$ cat src/rtl/relu_stream_ctrl.sv
// Job sequencer for the streaming ReLU/ReLU6 activation stage: latches a job
// configuration on start, streams LANES signed lanes per beat with a one-cycle output register.
module relu_stream_ctrl #(
  parameter int WIDTH = 8,
  parameter int LANES = 4,
  parameter int CNT_W = 16
) (
  input  logic                     Clk_i,
  input  logic                     Rst_n_i,
  input  logic                     Start_i,
  input  logic [CNT_W-1:0]         Len_i,
  input  logic                     ReLUMod_i,
  input  logic [3:0]               Data_Bp_i,
  input  logic [3:0]               Result_Bp_i,
  input  logic                     In_Valid_i,
  output logic                     In_Ready_o,
  input  logic [WIDTH*LANES-1:0]   In_Data_i,
  output logic                     Out_Valid_o,
  input  logic                     Out_Ready_i,
  output logic [WIDTH*LANES-1:0]   Out_Data_o,
  output logic                     Busy_o,
  output logic                     Done_o
);

  localparam int XW = WIDTH + 16;
  localparam logic [WIDTH-1:0] POS_MAX = {1'b0, {(WIDTH-1){1'b1}}};

  typedef enum logic [1:0] {IDLE, RUN, DRAIN, DONE} state_e;

  state_e                   state_q, state_d;
  logic [CNT_W-1:0]         len_q, len_d;
  logic [CNT_W-1:0]         in_cnt_q, in_cnt_d;
  logic [CNT_W-1:0]         out_cnt_q, out_cnt_d;
  logic                     mode_q, mode_d;
  logic [3:0]               dbp_q, dbp_d;
  logic [3:0]               rbp_q, rbp_d;
  logic                     out_vld_q, out_vld_d;
  logic [WIDTH*LANES-1:0]   out_data_q, out_data_d;
  logic [WIDTH*LANES-1:0]   lane_res;
  logic                     in_acc, out_acc;

  // Binary-point alignment of a non-negative lane; left shifts saturate to the positive maximum.
  function automatic logic [WIDTH-1:0] sat_align(input logic [WIDTH-1:0] v,
                                                 input logic [3:0] dbp,
                                                 input logic [3:0] rbp);
    logic signed [4:0] d;
    logic [4:0]        nd;
    logic [XW-1:0]     wide;
    d    = $signed({1'b0, rbp}) - $signed({1'b0, dbp});
    nd   = 5'(-d);
    wide = {16'd0, v} << d[3:0];
    if (d > 0)
      sat_align = (|wide[XW-1:WIDTH-1]) ? POS_MAX : wide[WIDTH-1:0];
    else if (d < 0)
      sat_align = v >> nd;
    else
      sat_align = v;
  endfunction

  function automatic logic [WIDTH-1:0] clamp_relu6(input logic [WIDTH-1:0] v,
                                                   input logic [3:0] rbp);
    logic [XW-1:0]    lim_w;
    logic [WIDTH-1:0] lim;
    lim_w = XW'(6) << rbp;
    lim   = (lim_w > XW'(POS_MAX)) ? POS_MAX : lim_w[WIDTH-1:0];
    clamp_relu6 = (v > lim) ? lim : v;
  endfunction

  function automatic logic [WIDTH-1:0] lane_fn(input logic signed [WIDTH-1:0] x,
                                               input logic mode,
                                               input logic [3:0] dbp,
                                               input logic [3:0] rbp);
    logic [WIDTH-1:0] v;
    v = (x < 0) ? '0 : $unsigned(x);
    v = sat_align(v, dbp, rbp);
    if (mode)
      v = clamp_relu6(v, rbp);
    lane_fn = v;
  endfunction

  assign In_Ready_o  = (state_q == RUN) && (in_cnt_q < len_q) && (!out_vld_q || Out_Ready_i);
  assign in_acc      = In_Valid_i && In_Ready_o;
  assign out_acc     = out_vld_q && Out_Ready_i;
  assign Out_Valid_o = out_vld_q;
  assign Out_Data_o  = out_data_q;
  assign Busy_o      = (state_q != IDLE);
  assign Done_o      = (state_q == DONE);

  always_comb begin
    lane_res = '0;
    for (int k = 0; k < LANES; k++)
      lane_res[k*WIDTH +: WIDTH] = lane_fn($signed(In_Data_i[k*WIDTH +: WIDTH]),
                                           mode_q, dbp_q, rbp_q);
  end

  always_comb begin
    state_d    = state_q;
    len_d      = len_q;
    mode_d     = mode_q;
    dbp_d      = dbp_q;
    rbp_d      = rbp_q;
    in_cnt_d   = in_cnt_q;
    out_cnt_d  = out_cnt_q;
    out_vld_d  = out_vld_q;
    out_data_d = out_data_q;

    if (in_acc) begin
      in_cnt_d   = in_cnt_q + CNT_W'(1);
      out_vld_d  = 1'b1;
      out_data_d = lane_res;
    end else if (out_acc) begin
      out_vld_d  = 1'b0;
    end
    if (out_acc)
      out_cnt_d = out_cnt_q + CNT_W'(1);

    unique case (state_q)
      IDLE: begin
        if (Start_i) begin
          len_d     = Len_i;
          mode_d    = ReLUMod_i;
          dbp_d     = Data_Bp_i;
          rbp_d     = Result_Bp_i;
          in_cnt_d  = '0;
          out_cnt_d = '0;
          state_d   = (Len_i == '0) ? DONE : RUN;
        end
      end
      RUN: begin
        if (in_cnt_d == len_q)
          state_d = DRAIN;
      end
      DRAIN: begin
        if (out_acc && (out_cnt_q == len_q - CNT_W'(1)))
          state_d = DONE;
      end
      DONE: state_d = IDLE;
      default: state_d = IDLE;
    endcase
  end

  always_ff @(posedge Clk_i or negedge Rst_n_i) begin
    if (!Rst_n_i) begin
      state_q    <= IDLE;
      len_q      <= '0;
      mode_q     <= 1'b0;
      dbp_q      <= '0;
      rbp_q      <= '0;
      in_cnt_q   <= '0;
      out_cnt_q  <= '0;
      out_vld_q  <= 1'b0;
      out_data_q <= '0;
    end else begin
      state_q    <= state_d;
      len_q      <= len_d;
      mode_q     <= mode_d;
      dbp_q      <= dbp_d;
      rbp_q      <= rbp_d;
      in_cnt_q   <= in_cnt_d;
      out_cnt_q  <= out_cnt_d;
      out_vld_q  <= out_vld_d;
      out_data_q <= out_data_d;
    end
  end

endmodule

$ cat config.mk
export PLATFORM = sky130hd
export DESIGN_NAME = relu_stream_ctrl
export DESIGN_NICKNAME = d
export VERILOG_FILES = /design/src/rtl/relu_stream_ctrl.sv
export SDC_FILE = /design/constraint.sdc
export NUM_CORES = 1
export LEC_CHECK = 0
export ABC_CLOCK_PERIOD_IN_PS = 4900
export BUFFER_PORTS_ARGS = -buffer_cell sky130_fd_sc_hd__buf_4
export CORE_MARGIN = 8
export CORE_UTILIZATION = 25
export CTS_BUF_LIST = sky130_fd_sc_hd__clkbuf_16
export CTS_CLUSTER_DIAMETER = 50
export DETAILED_ROUTE_END_ITERATION = 8
export PLACE_DENSITY_LB_ADDON = 0.25
export SKIP_CTS_REPAIR_TIMING = 1
export SYNTH_ARGS = -nofsm -noshare
export SYNTH_HDL_FRONTEND = slang
export SYNTH_SLANG_ARGS = --single-unit
$ cat constraint.sdc
create_clock -name Clk_i -period 4.9 [get_ports Clk_i]
set_clock_uncertainty 0.1 [all_clocks]
set_input_delay 0.735 -clock Clk_i [delete_from_list [all_inputs] [get_ports Clk_i]]
set_output_delay 0.735 -clock Clk_i [all_outputs]
set_load 0.01 [all_outputs]
==> results of run 1 <==
through the flow:
step | TNS (ns) | hold slack [ns] | instance area, um^2
floorplan | 0 | 0.3394 | 9146
global placement | -0.8904 | 0.3723 | 10640
detailed placement | -1.391 | 0.3743 | 10640
CTS | -1.678 | 0.3926 | 10940
global route | -0.04269 | 0.4113 | 11530
finish | 0 | 0.3756 | 11530
path summary, 6_finish.rpt:
| path | slack [ns] | startpoint | endpoint |
|---|---|---|---|
| setup / recovery | 0.21 | dbp_q[0] | Out_Data_o[24] |
| hold / removal | 0.38 | Rst_n_i | out_cnt_q[15] |
| setup reg to reg | 0.21 | dbp_q[0] | Out_Data_o[24] |
| hold reg to reg | 0.38 | Out_Data_o[28] | Out_Data_o[28] |
| max in group asynchronous | 3.33 | Rst_n_i | Out_Data_o[10] |
| min in group Clk_i | 0.38 | Out_Data_o[28] | Out_Data_o[28] |
registers in the layout, indices dropped and copies added (netlist names):
signal and flops:
Out_Data_o 32, in_cnt_q 16, len_q 16, out_cnt_q 16, dbp_q 4, rbp_q 4
state_q 2, Out_Valid_o 1, mode_q 1
layout make-up:
type | count | share of cell area [%]
timing repair buffer | 181 | 12.47
sequential | 92 | 19.97
tap | 468 | 5.079
clock buffer | 9 | 1.953
inverter | 46 | 1.519
multi-input combinational | 944 | 58.37
clock inverter | 7 | 0.6403
logic make-up (layout without fill, tap and decap cells):
group,count (synthesis),count (layout),share of synthesized area (%)
other,2,8,0.08236
buffers and inverters,111,243,4.693
and+or+nand+nor,421,421,22.93
xor gates and xnor gates,64,64,6.614
adders and majority gates,64,64,8.864
DFF,92,92,25.25
muxes,53,53,6.778
AOI/OAI and AO/OA,334,334,24.79
per-layer routing:
| metal | GRT usage (%) | part of all wire (%) | wire length (um) | vias up |
|---|---|---|---|---|
| li1 | - | - | - | 4463 |
| met1 | 19.97 | 44 | 15230 | 4542 |
| met2 | 26.95 | 49 | 16990 | 292 |
| met3 | 2.372 | 4.9 | 1716 | 43 |
| met4 | 5.282 | 3.0 | 1032 | 0 |
| met5 | 0 | 0 | 0 | - |
synthesized netlist by cell type (8+ instances only):
master	instances
inv_1	44
a211oi_1	15
nand3_1	29
mux2i_1	28
a22o_1	13
ha_1	63
nand2b_1	32
clkbuf_1	50
xnor2_1	36
nor2_1	91
a21oi_1	78
o211ai_1	8
nand4_1	25
buf_1	8
a21o_1	15
o21ai_0	79
xor2_1	25
nand2_1	136
a22oi_1	13
a221o_1	16
dfrtp_1	92
and2_1	14
nor4_1	14
nor2b_1	16
nor3_1	20
and3_1	12
mux2_2	20
worst max-delay path, cell delays in order (launching register included):
cell,delay [ns]
dfrtp_1,0.42
ha_4,0.18
fa_2,0.64
buf_12,0.14
clkbuf_16,0.15
mux4_2,0.30
nand2_1,0.09
a21oi_1,0.14
a21oi_1,0.15
a31o_1,0.15
o2111ai_1,0.11
buf_4,0.19
buf_6,0.13
buf_4,0.13
a31o_4,0.23
ha_4,0.26
nand4_1,0.14
o211ai_1,0.47
buf_4,0.21
nand2_1,0.06
o221ai_1,0.21
cells in the final DEF (no fill, tap or decap), types with 7 or more instances in the layout:
master / count
a21oi_1: 68
conb_1: 8
o21ai_1: 10
inv_1: 44
o21ai_0: 72
ha_1: 59
a31oi_1: 7
a21oi_2: 10
nor3_1: 19
buf_4: 171
xor2_1: 24
dfrtp_1: 92
mux2_2: 19
a211oi_1: 14
nor2b_1: 16
a221o_1: 16
o211ai_1: 8
mux2i_1: 25
a22oi_1: 12
nand4_1: 25
and2_1: 12
xnor2_1: 34
a22o_1: 12
nor2_1: 88
nor4_1: 14
clkbuf_16: 11
a31o_1: 7
nand2_1: 133
and3_1: 12
nand3_1: 28
nand2b_1: 29
a21o_1: 15
==> run summary, run 1 <==
Full die area -> 42,840 um^2
Reg clk slew, reported paths -> 0.07 ns
Post-synth EDFFs -> 0
IO Pins -> 98
Fin util -> 31.80%
GRT Total Usage -> 15.73%
Slew headroom -> 38.21%
Vias in the first global route -> 8,906
Finish-stage setup viols -> 0
Sequential share of the synthesized area -> 25.25%
Slew Limit Fails -> 0
Pre-CTS setup slack -> -0.2704 ns
Root Driver -> clkbuf_16
Worst Hold Class -> in2async
Final cell count without fillers -> 1,747
DPL Wire Length -> 26.71 mm
Arrival time at the worst endpoint -> 4.86 ns
Layout area overhead -> 26.44%
Status -> complete, no violations
Core area -> 36,260 um^2
Share of the synthesized area in the top cell type -> 25.25%
Initial antenna violation count -> 0
Num CTS Buffers -> 9
WS Path Type -> reg2reg
CTS tree -> done
DP Cell Count -> 1,703
Syn Inst Count -> 1,141
DRT antenna net count -> 0
Fraction of registers with async set/reset -> 100.0%
Clock latency on the worst-skew pair -> 0.36 ns
Footprint of the multi-input gates -> 6730 um^2
Ys flop type -> dfrtp_1
Req. time, crit path -> 5.07 ns
Diode count -> 0
Post-layout min period -> 4.686 ns
Sinks on Clock Net -> 92
Gpl congestion -> 0.9426
Setup ws final -> 0.2141 ns
Site Rows -> 70
Least-Margin Pin Slew -> 0.9269 ns
CTS max path bufs -> 2
Largest net degree at the start of global routing -> 66
Tcrit/Tclk final -> 95.63%
Yosys warns -> 0
H-tree depth -> 3
Remaining global-route overflow -> 0
Post-synth cell types -> 80
Routed WL -> 34.97 mm
MaxCap Viol Count -> 0
Mapped Area -> 9119 um^2
CP endpoint kind -> flop
Max Fclk -> 0.2134 GHz
FF+latch count, synth -> 92
Die Y -> 207.0 um
Layout cells sized above 1 -> 22.52%
Type of origin of the critical path -> flop
First-pass GRT wire length -> 52.07 mm
CP Max Fanout -> 7
Final Hold Fails -> 0
Via count -> 9,340
Avg Vias per Cell -> 5.346
Register Area -> 2302 um^2
PortBufs -> 97
Synth top area cells -> dfrtp_1 (25%), ha_1 (8.6%), nand2_1 (5.6%), o21ai_0 (4.3%), a21oi_1 (4.3%)
Drt wl/cell -> 20.02 um
Mapped Avg Cell Area -> 7.992 um^2
Initial DRC Count -> 574
Final routed DRC violation total -> 0
Initial Util -> 25.15%
Biggest area consumer among synthesized cells -> dfrtp_1
FILL cells -> 3,922
Nets -> 1,400
Die width -> 207.0 um
Drt first pass iters -> 5
Worst r2r path cells -> 20
Power of run 1 is not shown: default switching activity piles up to over one toggle a cycle in this logic, so the estimate is an artifact.
==> run 2, diff against run 1 <==
Settings changed: CORE_ASPECT_RATIO set to 0.75.
==> run 2 against run 1 <==
Against the previous run:
- critical path depth is 3 higher
- maximum frequency is 1.3% lower
- non-clock buffer count fell by 16
- critical endpoint is now Out_Data_o[30]
- wire length decreased by 5.3%
- die area grew 0.15%
- register-to-register slack worse by 0.06 ns
==> run summary, run 2 (synthesis results as in run 1) <==
Post-layout min period -> 4.747 ns (was 4.686 ns)
Commonest non-fill, non-tap cell in the layout -> buf_4 (unchanged)
IO Pins -> 98 (unchanged)
Critical Path, Cell by Cell -> inv_1 -> ha_1 -> a21o_1 -> a21oi_2 -> xor2_1 -> nand3_1 -> ha_4 -> buf_6 -> nand2_2 -> nor2_1 -> a22oi_1 -> o32ai_1 -> a221o_1 -> a32o_1 -> ha_1 -> nor2b_1 -> o21ai_0 -> nand2b_1 -> a21oi_1 -> o21ai_1 -> o211a_1 -> a311o_1 -> a22o_1 (was ha_4 -> fa_2 -> buf_12 -> clkbuf_16 -> mux4_2 -> nand2_1 -> a21oi_1 -> a21oi_1 -> a31o_1 -> o2111ai_1 -> buf_4 -> buf_6 -> buf_4 -> a31o_4 -> ha_4 -> nand4_1 -> o211ai_1 -> buf_4 -> nand2_1 -> o221ai_1)
Routed WL -> 33.11 mm (was 34.97 mm)
Status -> complete, no violations (unchanged)
Die width -> 236.5 um (was 207.0 um)
Unrepaired setup endpoints after global routing -> true
Worst Setup SP -> dbp_q[1] (was dbp_q[0])
Sinks on Clock Net -> 92 (unchanged)
GRT Total Usage -> 14.79% (was 15.73%)
Commonest cells after routing, fill and taps aside -> buf_4 (157), nand2_1 (133), dfrtp_1 (92) (was buf_4 (171), nand2_1 (133), dfrtp_1 (92))
Avg Vias per Cell -> 5.378 (was 5.346)
Arrival time at the worst endpoint -> 4.90 ns (was 4.86 ns)
Final Hold Fails -> 0 (unchanged)
Layout cells sized above 1 -> 20.74% (was 22.52%)
Die Y -> 181.4 um (was 207.0 um)
WS Path Type -> reg2reg (unchanged)
Worst r2r path cells -> 23 (was 20)
Initial DRC Count -> 900 (was 574)
Type of origin of the critical path -> flop (unchanged)
Worst Hold Class -> reg2reg (was in2async)
Via count -> 9,293 (was 9,340)
Site Rows -> 60 (was 70)
Root Driver -> clkbuf_16 (unchanged)
FILL cells -> 3,831 (was 3,922)
Critical Path End -> Out_Data_o[30] (was Out_Data_o[24])
Largest net degree at the start of global routing -> 69 (was 66)
CP endpoint kind -> flop (unchanged)
Reg clk slew, reported paths -> 0.07 ns (about the same)
Max reg flops -> 32 (unchanged)
H-tree depth -> 3 (unchanged)
Remaining global-route overflow -> 0 (unchanged)
Post-route setup TNS -> 0 ns (unchanged)
Reg-to-reg startpoint -> dbp_q[1] (was dbp_q[0])
Gpl congestion -> 0.9625 (was 0.9426)
Layout area overhead -> 24.12% (was 26.44%)
Slew Limit Fails -> 0 (unchanged)
Vias in the first global route -> 8,712 (was 8,906)
Req. time, crit path -> 5.06 ns (was 5.07 ns)
First-pass GRT wire length -> 50.83 mm (was 52.07 mm)
Clock latency on the worst-skew pair -> 0.37 ns (was 0.36 ns)
Initial Util -> 25.41% (was 25.15%)
Least-Margin Pin Slew -> 0.9316 ns (was 0.9269 ns)
Fin util -> 31.54% (was 31.80%)
DRT antenna net count -> 0 (unchanged)
Slowest cell delay on critical path -> 0.38 ns (was 0.64 ns)
Drt first pass iters -> 5 (unchanged)
Initial antenna violation count -> 0 (unchanged)
FF-to-FF End -> Out_Data_o[30] (was Out_Data_o[24])
Hold path startpoint -> Out_Data_o[31]
Worst hold stages -> 1
Slowest CP cell -> dfrtp_1 (was fa_2)
Tcrit/Tclk final -> 96.88% (was 95.63%)
DPL Wire Length -> 25.99 mm (was 26.71 mm)
Slew headroom -> 37.89% (was 38.21%)
Reg2reg setup slack -> 0.15 ns (was 0.21 ns)
Finish-stage setup viols -> 0 (unchanged)
Diode count -> 0 (unchanged)
Crit path top cell by count -> ha_1 (was buf_4)
MaxCap Viol Count -> 0 (unchanged)
Nets -> 1,384 (was 1,400)
Final cell count without fillers -> 1,728 (was 1,747)
CTS tree -> done (unchanged)
CP Max Fanout -> 6 (was 7)
CTS max path bufs -> 2 (unchanged)
Num CTS Buffers -> 9 (unchanged)
DP Cell Count -> 1,693 (was 1,703)
Max Fclk -> 0.2107 GHz (was 0.2134 GHz)
Final routed DRC violation total -> 0 (unchanged)
Core area -> 35,880 um^2 (was 36,260 um^2)
PortBufs -> 97 (unchanged)
Full die area -> 42,910 um^2 (was 42,840 um^2)
Drt wl/cell -> 19.16 um (was 20.02 um)
-- run 2: critical path, delay by kind of cell (launching register included) --
family	cells	cell delay, ns
fa+ha+maj	3	0.87
compound gates	12	2.29
simple gates	5	0.53
flops	1	0.38
xor+xnor	1	0.23
buf+inv	2	0.23
-- run 2: area by class of cell --
class | count | area, um^2 | area share [%]
flip-flops and latches | 92 | 2302 | 20.34
clock buffers | 9 | 225.2 | 1.990
well taps | 465 | 581.8 | 5.140
inverters | 46 | 175.2 | 1.548
clock inverters | 7 | 96.34 | 0.8512
repair buffers | 165 | 1297 | 11.46
multi-input cells | 944 | 6640 | 58.67
-- run 2: how the worst min path moves through the flow --
stage | end | slack [ns]
after global placement | Out_Data_o[15] | 0.37
after floorplan | Out_Data_o[0] | 0.34
after CTS | Out_Data_o[15] | 0.40
after global routing | Out_Data_o[15] | 0.41
after detailed placement | Out_Data_o[23] | 0.38
final | Out_Data_o[31] | 0.40
-- run 2: per-stage QoR --
| stage | area [um^2] | hold WS, ns | setup WS (ns) |
|---|---|---|---|
| after floorplan | 9146 | 0.3394 | 0.01832 |
| after global placement | 10610 | 0.3734 | 0.03163 |
| after detailed placement | 10610 | 0.3759 | -0.05056 |
| after CTS | 10930 | 0.3972 | -0.1070 |
| after global routing | 11320 | 0.4077 | -0.09866 |
| final | 11320 | 0.3954 | 0.1530 |
-- run 2: metal layers --
layer  routed length, um  part of all wire [%]  GRT usage [%]
met5                   0                     0              0
met4                 980                   3.0          4.836
met3                1987                   6.0          3.238
met2               12780                    39          19.73
met1               17360                    52          22.71
Power of run 2 is left out for the same reason.
==> run 3, diff against run 2 <==
Settings changed: ABC_AREA set to 1.
==> run 3 against run 2 <==
Against the previous run:
- worst hold slack worse by 0.038 ns
- highest routed layer unchanged
- synthesized area up 1.3%
- critical endpoint is now Out_Data_o[9]
- maximum frequency up 1.4%
- final area about the same
- wire length up 1.6%
- register-to-register slack better by 0.07 ns
==> run summary, run 3 <==
Layout area overhead -> 22.46% (was 24.12%)
Post-synth cell types -> 62 (was 80)
First-pass GRT wire length -> 51.65 mm (was 50.83 mm)
Tcrit/Tclk final -> 95.55% (was 96.88%)
H-tree depth -> 3 (unchanged)
Initial antenna violation count -> 0 (unchanged)
Fraction of registers with async set/reset -> 100.0% (unchanged)
Final routed DRC violation total -> 0 (unchanged)
Die width -> 237.9 um (was 236.5 um)
Share of the synthesized area in the top cell type -> 24.93% (was 25.25%)
Slowest CP cell -> fa_2 (was dfrtp_1)
Slew headroom -> 43.54% (was 37.89%)
Initial DRC Count -> 858 (was 900)
Reg-to-reg startpoint -> rbp_q[0] (was dbp_q[1])
Max reg flops -> 32 (unchanged)
Worst Setup SP -> rbp_q[0] (was dbp_q[1])
Least-Margin Pin Slew -> 0.8469 ns (was 0.9316 ns)
Commonest non-fill, non-tap cell in the layout -> nand2_1 (was buf_4)
Slew Limit Fails -> 0 (unchanged)
IO Pins -> 98 (unchanged)
Nets -> 1,647 (was 1,384)
Max Fclk -> 0.2136 GHz (was 0.2107 GHz)
Sequential share of the synthesized area -> 24.93% (was 25.25%)
Status -> complete, no violations (unchanged)
Req. time, crit path -> 5.05 ns (was 5.06 ns)
Drt first pass iters -> 7 (was 5)
Slowest cell delay on critical path -> 0.62 ns (was 0.38 ns)
Core area -> 36,710 um^2 (was 35,880 um^2)
Final Hold Fails -> 0 (unchanged)
WS Path Type -> reg2reg (unchanged)
Critical Path End -> Out_Data_o[9] (was Out_Data_o[30])
GRT Total Usage -> 14.91% (was 14.79%)
Largest net degree at the start of global routing -> 61 (was 69)
CTS max path bufs -> 2 (unchanged)
Arrival time at the worst endpoint -> 4.83 ns (was 4.90 ns)
Crit path top cell by count -> ha_4 (was ha_1)
CTS tree -> done (unchanged)
Type of origin of the critical path -> flop (unchanged)
Syn Inst Count -> 1,412 (was 1,141)
Vias in the first global route -> 9,213 (was 8,712)
Top cells by count, synth -> nand2_1 (354), inv_1 (139), nor2_1 (128), nand3_1 (104), a21oi_1 (94) (was nand2_1 (136), dfrtp_1 (92), nor2_1 (91), o21ai_0 (79), a21oi_1 (78))
Die Y -> 182.5 um (was 181.4 um)
Mapped Area -> 9236 um^2 (was 9119 um^2)
Layout cells sized above 1 -> 18.11% (was 20.74%)
FF-to-FF End -> Out_Data_o[9] (was Out_Data_o[30])
Worst r2r path cells -> 25 (was 23)
Synth top area cells -> dfrtp_1 (25%), nand2_1 (14%), ha_1 (8.5%), inv_1 (5.6%), nand3_1 (5.6%) (was dfrtp_1 (25%), ha_1 (8.6%), nand2_1 (5.6%), o21ai_0 (4.3%), a21oi_1 (4.3%))
Routed WL -> 33.64 mm (was 33.11 mm)
MaxCap Viol Count -> 0 (unchanged)
Full die area -> 43,420 um^2 (was 42,910 um^2)
Reg2reg setup slack -> 0.22 ns (was 0.15 ns)
FF+latch count, synth -> 92 (unchanged)
Num CTS Buffers -> 9 (unchanged)
FILL cells -> 4,044 (was 3,831)
Register Area -> 2302 um^2 (unchanged)
Footprint of the multi-input gates -> 6245 um^2 (was 6640 um^2)
DPL Wire Length -> 25.98 mm (was 25.99 mm)
Gpl congestion -> 0.9654 (was 0.9625)
Yosys warns -> 0 (unchanged)
Drt wl/cell -> 16.59 um (was 19.16 um)
Clock latency on the worst-skew pair -> 0.36 ns (was 0.37 ns)
Initial Util -> 25.16% (was 25.41%)
Finish-stage setup viols -> 0 (unchanged)
Commonest cells after routing, fill and taps aside -> nand2_1 (352), buf_4 (143), inv_1 (134) (was buf_4 (157), nand2_1 (133), dfrtp_1 (92))
Sinks on Clock Net -> 92 (unchanged)
Pre-CTS setup slack -> -0.02338 ns (was -0.05056 ns)
CP Max Fanout -> 10 (was 6)
Reg clk slew, reported paths -> 0.07 ns (about the same)
Biggest area consumer among synthesized cells -> dfrtp_1 (unchanged)
Post-synth EDFFs -> 0 (unchanged)
Diode count -> 0 (unchanged)
Site Rows -> 61 (was 60)
Mapped Avg Cell Area -> 6.541 um^2 (was 7.992 um^2)
Post-layout min period -> 4.682 ns (was 4.747 ns)
DRT antenna net count -> 0 (unchanged)
Avg Vias per Cell -> 4.910 (was 5.378)
Ys flop type -> dfrtp_1 (unchanged)
PortBufs -> 97 (unchanged)
Remaining global-route overflow -> 0 (unchanged)
Most frequent cell after synthesis -> nand2_1 (unchanged)
Via count -> 9,957 (was 9,293)
Setup ws final -> 0.2180 ns (was 0.1530 ns)
CP endpoint kind -> flop (unchanged)
Root Driver -> clkbuf_16 (unchanged)
Worst Hold Class -> in2async (was reg2reg)
## run 3: changes by cell type after synthesis, moves of 24 or more
cell,delta
clkbuf_1,-24
nor2_1,+37
nand2b_1,-32
xnor2_1,-28
mux2i_1,-28
inv_1,+95
nand2_1,+218
nand3_1,+75
## run 3: layout make-up
class | count | share of cell area, %
Multi-Input combinational cell | 1105 | 55.21
Sequential cell | 92 | 20.35
Timing Repair Buffer | 150 | 10.66
Tap cell | 504 | 5.575
Inverter | 162 | 5.442
Clock buffer | 9 | 1.991
Clock inverter | 5 | 0.6969
Timing Repair inverter | 1 | 0.06637
## run 3: how the worst min path moves through the flow
| stage | startpoint | to | slack [ns] | depth (start not counted) |
|---|---|---|---|---|
| after floorplan | Rst_n_i | Out_Data_o[0] | 0.34 | 0 |
| after detailed placement | Out_Data_o[13] | Out_Data_o[13] | 0.37 | 2 |
| after CTS | Out_Data_o[13] | Out_Data_o[13] | 0.39 | 2 |
| final | Rst_n_i | in_cnt_q[10] | 0.36 | 1 |
| after global routing | Out_Data_o[9] | Out_Data_o[9] | 0.41 | 2 |
| after global placement | Out_Data_o[9] | Out_Data_o[9] | 0.37 | 2 |
## run 3: cells by family (layout without fill, tap and decap cells)
kind of cell	count (synthesis)	in the layout	share of synthesized area, %
AOI/OAI and AO/OA	294	294	18.56
xor gates and xnor gates	41	41	4.050
adders and majority gates	64	64	8.751
buffers and inverters	221	327	10.08
DFF	92	92	24.93
other	2	8	0.08131
and+or+nand+nor	698	698	33.55
## run 3: worst max-delay path, delay by kind of cell, from the launching register on
family / cells / cell delay, ns
compound gates: 10 / 1.58
fa+ha+maj: 5 / 1.56
buf+inv: 4 / 0.36
flops: 1 / 0.36
simple gates: 6 / 0.59
## run 3: per-layer routing
layer	vias to the layer above	part of all wire (%)	GRT usage [%]	routed length, um
met5	-	0	0	0
met4	0	1.4	2.936	465
met3	32	6.8	2.818	2289
met2	361	40	20.98	13500
met1	4627	52	23.01	17390
li1	4937	-	-	-
## run 3: per-stage QoR
step / instances / area (um^2) / hold WS [ns] / util, % / setup TNS (ns)
floorplan: 1418 / 9259 / 0.3394 / - / 0
global placement: 1999 / 10620 / 0.3721 / 28.93 / -0.0009277
detailed placement: 1999 / 10620 / 0.3744 / 28.93 / -0.06398
CTS: 2013 / 10920 / 0.3932 / 29.75 / -0.1337
global route: 2028 / 11310 / 0.4111 / 30.81 / -0.1559
finish: 2028 / 11310 / 0.3577 / 30.81 / 0
Power of run 3 is left out for the same reason.
